### config.mk
export PLATFORM = sky130hd
export DESIGN_NAME = conv_window_gen
export DESIGN_NICKNAME = d
export VERILOG_FILES = /design/src/rtl/cnn_pkg.sv /design/src/rtl/conv_window_gen_line_buffer.sv /design/src/rtl/conv_window_gen.sv
export SDC_FILE = /design/constraint.sdc
export NUM_CORES = 1
export LEC_CHECK = 0
export ABC_AREA = 1
export BUFFER_PORTS_ARGS = -buffer_cell sky130_fd_sc_hd__buf_2
export CORE_ASPECT_RATIO = 2
export CORE_MARGIN = 5
export CORE_UTILIZATION = 30
export DETAILED_ROUTE_END_ITERATION = 8
export PLACE_DENSITY_LB_ADDON = 0.25
export SETUP_SLACK_MARGIN = 0.5
export SYNTH_ARGS = -nofsm -noshare
export SYNTH_HDL_FRONTEND = slang
export SYNTH_SLANG_ARGS = --single-unit
### constraint.sdc
create_clock -name clk_i -period 7.76 [get_ports clk_i]
set_input_delay 0 -clock clk_i [delete_from_list [all_inputs] [get_ports clk_i]]
set_output_delay 0 -clock clk_i [all_outputs]
set_load 0.05 [all_outputs]
### src/rtl/cnn_pkg.sv
// cnn_pkg: shared CNN datapath constants and window tap addressing.
package cnn_pkg;
   localparam int DATA_WIDTH    = 8;
   localparam int CONV_SIZE     = 9;
   localparam int INPUT_CHANNEL = 3;
   localparam int PIX_W         = INPUT_CHANNEL * DATA_WIDTH;

   // Bit offset of channel c of tap t in a window of C-channel pixels.
   function automatic int tap_offset(input int t, input int c, input int C);
      return (t * C + c) * DATA_WIDTH;
   endfunction
endpackage

### src/rtl/conv_window_gen_line_buffer.sv
// line_buffer: one-row pixel store with a read-before-write port at a shared address.
module line_buffer #(
   parameter int DEPTH = 8,
   parameter int WIDTH = 24
) (
   input  logic                     clk_i,
   input  logic                     i_we,
   input  logic [$clog2(DEPTH)-1:0] i_addr,
   input  logic [WIDTH-1:0]         i_wdata,
   output logic [WIDTH-1:0]         o_rdata
);
   logic [WIDTH-1:0] r_mem [DEPTH];

   assign o_rdata = r_mem[i_addr];

   always_ff @(posedge clk_i)
      if (i_we) r_mem[i_addr] <= i_wdata;
endmodule

### src/rtl/conv_window_gen.sv
// conv_window_gen: turns a raster RGB pixel stream into 3x3 sliding windows
// (valid-only, stride 1) using two chained line buffers and a register window.
module conv_window_gen #(
   parameter int IMG_W         = 8,
   parameter int IMG_H         = 8,
   parameter int INPUT_CHANNEL = 3,
   parameter int DATA_WIDTH    = 8
) (
   input  logic                                   clk_i,
   input  logic                                   rst_n,
   input  logic [INPUT_CHANNEL*DATA_WIDTH-1:0]    pix_i,
   input  logic                                   pix_valid_i,
   output logic                                   pix_ready_o,
   output logic [9*INPUT_CHANNEL*DATA_WIDTH-1:0]  win_o,
   output logic                                   win_valid_o,
   input  logic                                   win_ready_i,
   output logic                                   frame_done_o
);
   import cnn_pkg::*;

   localparam int PX_W = INPUT_CHANNEL * DATA_WIDTH;
   localparam int CW   = $clog2(IMG_W);
   localparam int RW   = $clog2(IMG_H);

   logic [CW-1:0]   r_col;
   logic [RW-1:0]   r_row;
   logic [PX_W-1:0] r_win   [CONV_SIZE];
   logic [PX_W-1:0] w_shift [CONV_SIZE];
   logic            r_win_valid;
   logic            r_frame_done;
   logic [PX_W-1:0] w_lb0;
   logic [PX_W-1:0] w_lb1;
   logic            w_accept;
   logic            w_emit;
   logic            w_last_col;
   logic            w_last_row;

   assign pix_ready_o  = !r_win_valid || win_ready_i;
   assign w_accept     = pix_valid_i && pix_ready_o;
   assign w_last_col   = r_col == CW'(IMG_W - 1);
   assign w_last_row   = r_row == RW'(IMG_H - 1);
   // Column gate also hides the stale left columns left over from the previous row.
   assign w_emit       = r_row >= RW'(2) && r_col >= CW'(2);
   assign win_valid_o  = r_win_valid;
   assign frame_done_o = r_frame_done;

   line_buffer #(.DEPTH(IMG_W), .WIDTH(PX_W)) u_lb0 (
      .clk_i   (clk_i),
      .i_we    (w_accept),
      .i_addr  (r_col),
      .i_wdata (pix_i),
      .o_rdata (w_lb0)
   );

   line_buffer #(.DEPTH(IMG_W), .WIDTH(PX_W)) u_lb1 (
      .clk_i   (clk_i),
      .i_we    (w_accept),
      .i_addr  (r_col),
      .i_wdata (w_lb0),
      .o_rdata (w_lb1)
   );

   always_comb begin
      for (int k = 0; k < 3; k++) begin
         w_shift[3*k]   = r_win[3*k+1];
         w_shift[3*k+1] = r_win[3*k+2];
      end
      w_shift[2] = w_lb1;
      w_shift[5] = w_lb0;
      w_shift[8] = pix_i;
   end

   for (genvar t = 0; t < CONV_SIZE; t++) begin : g_tap
      for (genvar c = 0; c < INPUT_CHANNEL; c++) begin : g_ch
         assign win_o[tap_offset(t, c, INPUT_CHANNEL) +: DATA_WIDTH] = r_win[t][c*DATA_WIDTH +: DATA_WIDTH];
      end
   end

   // Window regs only move on accept, which backpressure blocks, so win_o holds while stalled.
   always_ff @(posedge clk_i) begin
      if (!rst_n) begin
         r_col        <= '0;
         r_row        <= '0;
         r_win_valid  <= 1'b0;
         r_frame_done <= 1'b0;
         r_win        <= '{default: '0};
      end else begin
         r_frame_done <= w_accept && w_last_col && w_last_row;
         if (w_accept) begin
            r_win       <= w_shift;
            r_win_valid <= w_emit;
            r_col       <= w_last_col ? '0 : r_col + 1'b1;
            if (w_last_col) r_row <= w_last_row ? '0 : r_row + 1'b1;
         end else if (win_ready_i) begin
            r_win_valid <= 1'b0;
         end
      end
   end
endmodule

==> qor.yml, run 1 <==
pwr:
  ir_drop_mv: 0.169
  power_density_mw_per_mm2: 270
  p_total_mw: 7.46
  p_leak_nw: 11.5
cts:
  clk_latency_ns: 0.64
  cts_root_buf: "clkbuf_16"
  cts_resized: 0
  htreeDepth: 2
  cts_tree: "done"
  cts_buffers: 55
  clockBufferDepth: 3
  cts_hold_buf: 27
  path_clk_slew_ns: 0.07
  postCtsSetupRepairBufs: 0
  clock_sink_count: 611
worst_setup_path:
  cp-endpoint: "win_o[126]$_SDFFE_PN0P_"
  r2r_end: "win_o[126]$_SDFFE_PN0P_"
  cp_slowest_cell: "buf_4"
  reg2reg_setup_slack_ns: 4.51
  r2r_cells: 7
  cp_cell_sequence: "nand2_2, nand2_4, inv_8, buf_4, buf_4, o21ai_0, a21oi_1"
  cpPeakStageDelay_ns: 0.93
  critPathKind: "register to register"
  crit_required_ns: 8.30
  cp_max_fo: 103
  cp.arrival_ns: 3.79
  cpMostUsedCell: "buf_4"
  reg2reg_from: "win_valid_o$_SDFFE_PN0P_"
  worstSetupStartpoint: "win_valid_o$_SDFFE_PN0P_"
  endpoint_kind: "register"
  cp-start-kind: "register"
place:
  dp.cells: 3482
  place.gp.congestion: 0.815
  numPortBuffers: 246
  hpwl_mm: 47.2
logic_synthesis:
  ys_warn_count: 0
  syn_inst: 2323
  yosys-top-cells-area: "edfxtp_1, dfxtp_1, nor2_1, o21ai_0, nand2_1"
  synth_area_leader_cell: "edfxtp_1"
  ys_seq_area_share_pct: 68.2
  ys_ff_latch: 611
  synth_edf_count: 384
  async_reset_ff_share_pct: 0
  synth_most_common_cell: "nor2_1"
  avgSynthCellArea_sq_um: 10.1
  synth_area_sq_mm: 0.0236
  synth.top_cell.area_share_pct: 48.9
  synthesis.nets: 2357
  synth_ff_type: "edfxtp_1"
  synth_cell_types: 22
  synth.top_cells.by_count: "nor2_1, edfxtp_1, nand2_1"
die:
  num_io_pins: 247
  start_util_pct: 30.2
  rows: 145
  chipHeight_microns: 406
  die_width_microns: 208
  dieArea_sq_mm: 0.0846
  coreArea_sq_mm: 0.0780
job:
  maxCapViolCount: 0
hold_path:
  hold_depth: 5
  min_path_type: "primary input to register"
sta:
  skew_ns: 0.0297
  max_freq_mhz: 308
  relSlewSlack_pct: 19.8
  setup_viol: 0
  fin_crit_sh_pct: 41.8
  worst_pin_slew_ns: 1.20
  period_needed_ns: 3.25
  drv_slew: 0
  rsz0062_at_grt: "no"
  holdWs_ns: 0.250
  finalSetupTns_ns: 0
  hold_violations: 0
global_routing:
  grt_max_degree: 146
  first_global_vias: 16600
  grt_overflow_total: 0
  antenna_found_initial: 0
  track_usage_pct: 16.2
  grt_pass1_wl_mm: 105
status:
  status: "complete, no violations"
cells_and_area:
  fin_nets: 2571
  stdcell_count: 3613
  area_delta_synth_final_pct: 17.3
  layout-drive-gt1-share_pct: 14.4
drt:
  wl_mm: 71.7
  met2_length_mm: 39.8
  vias: 16700
  ant_nets: 0
  vias_per_cell: 4.63
  drc: 0
  avgRoutedWirePerCell_microns: 19.8
  m1WireLength_mm: 25.9
  wl_met3_mm: 2.95
  drtIter0Drc: 1129
  first_pass_iters: 6
  dr.max_layer_used: "met4"
## kinds of logic (layout without fill, tap and decap cells)
family	count (synthesis)	count (layout)	share of synthesized area (%)
flip-flops	611	611	68.2
adder cells (fa/ha/maj)	6	6	0.318
AO/OA/AOI/OAI	369	369	8.34
AND/OR/NAND/NOR	921	921	15.7
other	0	1	0
buffers and inverters	416	676	7.49
## final cells by class
cell class | instances | area, sq um
antenna | 1 | 2.50
clock buffer | 77 | 1560
clock inverter | 26 | 201
fill | 7884 | 50400
inverter | 279 | 1060
multi-input combinational | 1296 | 5800
sequential | 611 | 16100
tap | 1029 | 1290
timing repair buffer | 294 | 1670
## stage by stage
step	util, %	setup WS [ns]	cell area [sq um]
2_1_floorplan	-	3.95	23600
3_3_place_gp	32.8	4.52	25600
3_5_place_dp	32.8	4.53	25600
4_1_cts	35.4	4.47	27600
5_1_grt	35.4	4.26	27600
6_report	35.4	4.51	27700
## flip-flops by register name, summed over array words and instances, names as in the netlist, named ones only
name,count
r_col,3
r_row,3
frame_done_o,1
u_lb1.r_mem,192
win_valid_o,1
win_o,216
u_lb0.r_mem,192
## worst min path at each step
| stage | startpoint | endpoint | slack, ns |
|---|---|---|---|
| final | win_ready_i | win_valid_o$_SDFFE_PN0P_ | 0.25 |
| after global routing | win_ready_i | win_valid_o$_SDFFE_PN0P_ | 0.26 |
| after CTS | win_ready_i | win_valid_o$_SDFFE_PN0P_ | 0.18 |
| after detailed placement | win_ready_i | win_valid_o$_SDFFE_PN0P_ | 0.34 |
| after global placement | win_ready_i | win_valid_o$_SDFFE_PN0P_ | 0.35 |
| after floorplan | pix_i[0] | u_lb0.r_mem[0][0]$_DFFE_PP_ | 0.1 |
## layer usage
metal | vias up | GRT usage, %
li1 | 8053 | -
met1 | 8137 | 17.3
met2 | 434 | 31.7
met3 | 114 | 2.26
met4 | 0 | 6.86
met5 | - | 0
## worst max-delay path: cells and delay by family (launching register included)
kind                   cells  cell delay [ns]
buffers and inverters      3             2.06
AO/OA/AOI/OAI              2             0.35
flip-flops                 1             0.32
AND/OR/NAND/NOR            2             0.28
## placed cells by master, fill, tap and decap left out, types with 3 or more instances in the layout
| cell type | instances |
|---|---|
| nor2_1 | 456 |
| edfxtp_1 | 384 |
| nand2_1 | 281 |
| inv_1 | 275 |
| o21ai_0 | 267 |
| buf_2 | 245 |
| dfxtp_1 | 225 |
| nand3_1 | 170 |
| clkbuf_16 | 57 |
| o211ai_1 | 48 |
| a21oi_1 | 32 |
| dlygate4sd3_1 | 27 |
| o21ai_1 | 22 |
| buf_4 | 21 |
| clkinv_2 | 14 |
| clkbuf_1 | 12 |
| nor2_4 | 10 |
| ha_1 | 6 |
| clkinv_1 | 5 |
| clkbuf_8 | 4 |
| clkbuf_4 | 4 |
| inv_2 | 3 |
## power breakdown
| group | switching [mW] | internal [mW] |
|---|---|---|
| registers | 0.101 | 3.65 |
| logic | 0.827 | 0.208 |
| clock network | 1.22 | 1.45 |
Power figures use the tool's default switching activity.
==> inputs of run 2 (changes only) <==
ABC_AREA = 0   (was 1)
clock period = 2.86 ns   (was 7.76 ns; I/O delays follow)
==> run 2 against run 1 <==
  * Flip-flop and latch count unchanged
  * Combinational power grew 88%
  * Sequential share of layout area decreased by 1.4 points
  * Total power grew to 2.7 times the previous value
  * Synthesized cell count shrank 24%
  * Via count down 4.9%
  * Non-clock buffer count rose by 47
  * Critical path depth decreased by 2
==> qor.yml, run 2 <==
worst_setup_path:
  critPathKind: "register to register"
  cpPeakStageDelay_ns: 0.72
  cp.arrival_ns: 2.73
  cp_top_family: "simple AND/OR/NAND/NOR gates"
  cp_slowest_cell: "nand2b_1"
  cpMostUsedCell: "buf_4"
  reg2reg_setup_slack_ns: 0.60
  path_buf_inv: 2
  endpoint_kind: "register"
  cp_cell_sequence: "nand2b_1, buf_4, o22ai_1, nor2_1, buf_4"
  cp-start-kind: "register"
  cp_max_fo: 13
  crit_required_ns: 3.33
sta:
  holdWs_ns: 0.210
  max_freq_mhz: 443
  relSlewSlack_pct: 30.0
  hold_violations: 0
  period_needed_ns: 2.26
  rsz0062_at_grt: "yes"
  setup_viol: 0
  setup_slack_ns: 0.600
  worst_pin_slew_ns: 1.05
  drv_slew: 0
  fin_crit_sh_pct: 79.0
  skew_ns: 0.0344
logic_synthesis:
  synth_cell_types: 40
  synth.top_cells.by_count: "edfxtp_1, dfxtp_1, a21oi_1"
  yosys-top-cells-area: "edfxtp_1, dfxtp_1, mux2_2, a21oi_1, nand3_1"
  synth_edf_count: 384
  synth_area_sq_mm: 0.0234
  synth_adder_area_share_pct: 0.321
  synth.top_cell.area_share_pct: 49.3
  syn_inst: 1759
  synth_xor_xnor_area_share_pct: 0
  avgSynthCellArea_sq_um: 13.3
  synthesis.nets: 1793
  synth_compound_area_share_pct: 13.1
  synthMuxAreaShare_pct: 8.62
  synth_most_common_cell: "edfxtp_1"
  synth-simple-area-share_pct: 6.20
  synth_top_family_by_area: "compound AO/OA/AOI/OAI gates"
  ys_seq_area_share_pct: 68.7
  ys_ff_latch: 611
  async_reset_ff_share_pct: 0
  ys_warn_count: 0
  synth_area_leader_cell: "edfxtp_1"
  synth_ff_type: "edfxtp_1"
place:
  hpwl_mm: 49.3
  place.gp.congestion: 0.826
  pre_cts_ws_ns: 0.531
  numPortBuffers: 246
cts:
  htreeDepth: 2
  cts_buffers: 55
  clk_latency_ns: 0.64
  clockBufferDepth: 3
  cts_root_buf: "clkbuf_16"
  cts_tree: "done"
  path_clk_slew_ns: 0.07
  clock_sink_count: 611
die:
  coreArea_sq_mm: 0.0778
  start_util_pct: 30.1
  rows: 145
  chipHeight_microns: 405
  die_width_microns: 207
  num_io_pins: 247
  dieArea_sq_mm: 0.0840
global_routing:
  track_usage_pct: 17.5
  antenna_found_initial: 1
  grt_overflow_total: 0
  grt_pass1_wl_mm: 111
  first_global_vias: 16100
  grt_max_degree: 165
cells_and_area:
  largest_reg_flops: 216
  layout-drive-gt1-share_pct: 28.6
  final_common_cell: "edfxtp_1"
  area_delta_synth_final_pct: 21.1
  fin_nets: 2029
  layout_common_cells: "edfxtp_1, buf_2, dfxtp_1"
pwr:
  ir_drop_mv: 0.477
  power_density_mw_per_mm2: 701
  p_leak_nw: 9.72
drt:
  vias: 15900
  drtIter0Drc: 1091
  ant_nets: 0
  vias_per_cell: 5.18
  wl_mm: 77.4
  avgRoutedWirePerCell_microns: 25.2
  first_pass_iters: 5
  drc: 0
hold_path:
  min_path_type: "primary input to register"
job:
  maxCapViolCount: 0
status:
  status: "complete, no violations"
==> run 2: cell count changes after synthesis, moves of 42 or more <==
cell,delta
mux2_2,+108
nor2_1,-441
o22ai_1,+42
inv_1,-271
a21oi_1,+166
nand2_1,-221
o21ai_0,-97
clkbuf_1,+62
==> run 2: where the power goes <==
part	leakage (nW)	internal, mW	total [mW]	switching (mW)
sequential	5.33	9.73	10.0	0.270
combinational	3.43	0.557	1.96	1.40
clock	0.954	4.52	7.92	3.40
==> run 2: worst paths after layout <==
| check | start | endpoint | depth (start not counted) |
|---|---|---|---|
| worst max-delay path | register | u_lb1.r_mem[4][7]$_DFFE_PP_ | 5 |
| worst max register to register | register | u_lb1.r_mem[4][7]$_DFFE_PP_ | 5 |
| worst min-delay path | pix_i[8] | u_lb0.r_mem[5][8]$_DFFE_PP_ | 2 |
| worst min register to register | win_o[14]$_SDFFE_PN0P_ | win_o[14]$_SDFFE_PN0P_ | 2 |
==> run 2: kinds of logic after synthesis <==
family | after synthesis
compound gates | 515
fa+ha+maj | 6
buf+inv | 168
flops | 611
mux | 158
simple gates | 301
==> run 2: per-layer routing <==
metal | track usage (%) | routed length (microns)
met1 | 18.7 | 27300
met2 | 32.8 | 42000
met3 | 2.89 | 3510
met4 | 9.35 | 4530
met5 | 0 | 0
==> run 2: area by class of cell <==
cell class / count / area, sq um
Fill cell: 7470 / 49500
Sequential cell: 611 / 16100
Multi-Input combinational cell: 980 / 6760
Timing Repair Buffer: 341 / 2230
Clock buffer: 80 / 1620
Tap cell: 1029 / 1290
Clock inverter: 23 / 317
Inverter: 6 / 35.0
Antenna cell: 1 / 2.50
==> run 2: worst register-to-register path: cells and delay by family (launching register included) <==
kind                   cells  cell delay, ns
AO/OA/AOI/OAI              1            0.09
AND/OR/NAND/NOR            2            1.13
flip-flops                 1            0.36
buffers and inverters      2            0.51
==> run 2: timing repair <==
| item | CTS | global route |
|---|---|---|
| gates resized for setup | 1 | 2 |
| hold buffers | 27 | 0 |
| endpoints found under the setup margin | 9 | 26 |
| pin swaps | 0 | 0 |
| setup buffers | 1 | 1 |
| cloned | 0 | 1 |
| endpoints found under the hold margin | 258 | 0 |
==> run 2: metrics by stage <==
stage | setup TNS (ns) | total power [mW] | instance area [sq um] | utilization [%] | std cells
finish | 0 | 19.9 | 28300 | 36.4 | 3071
global route | 0 | 20.6 | 28300 | 36.4 | 3071
CTS | 0 | 20.1 | 28300 | 36.3 | 3068
detailed placement | 0 | 12.1 | 26000 | 33.5 | 2937
global placement | 0 | 12.1 | 26000 | 33.5 | 2937
floorplan | -2.70 | 11.4 | 23700 | - | 1759
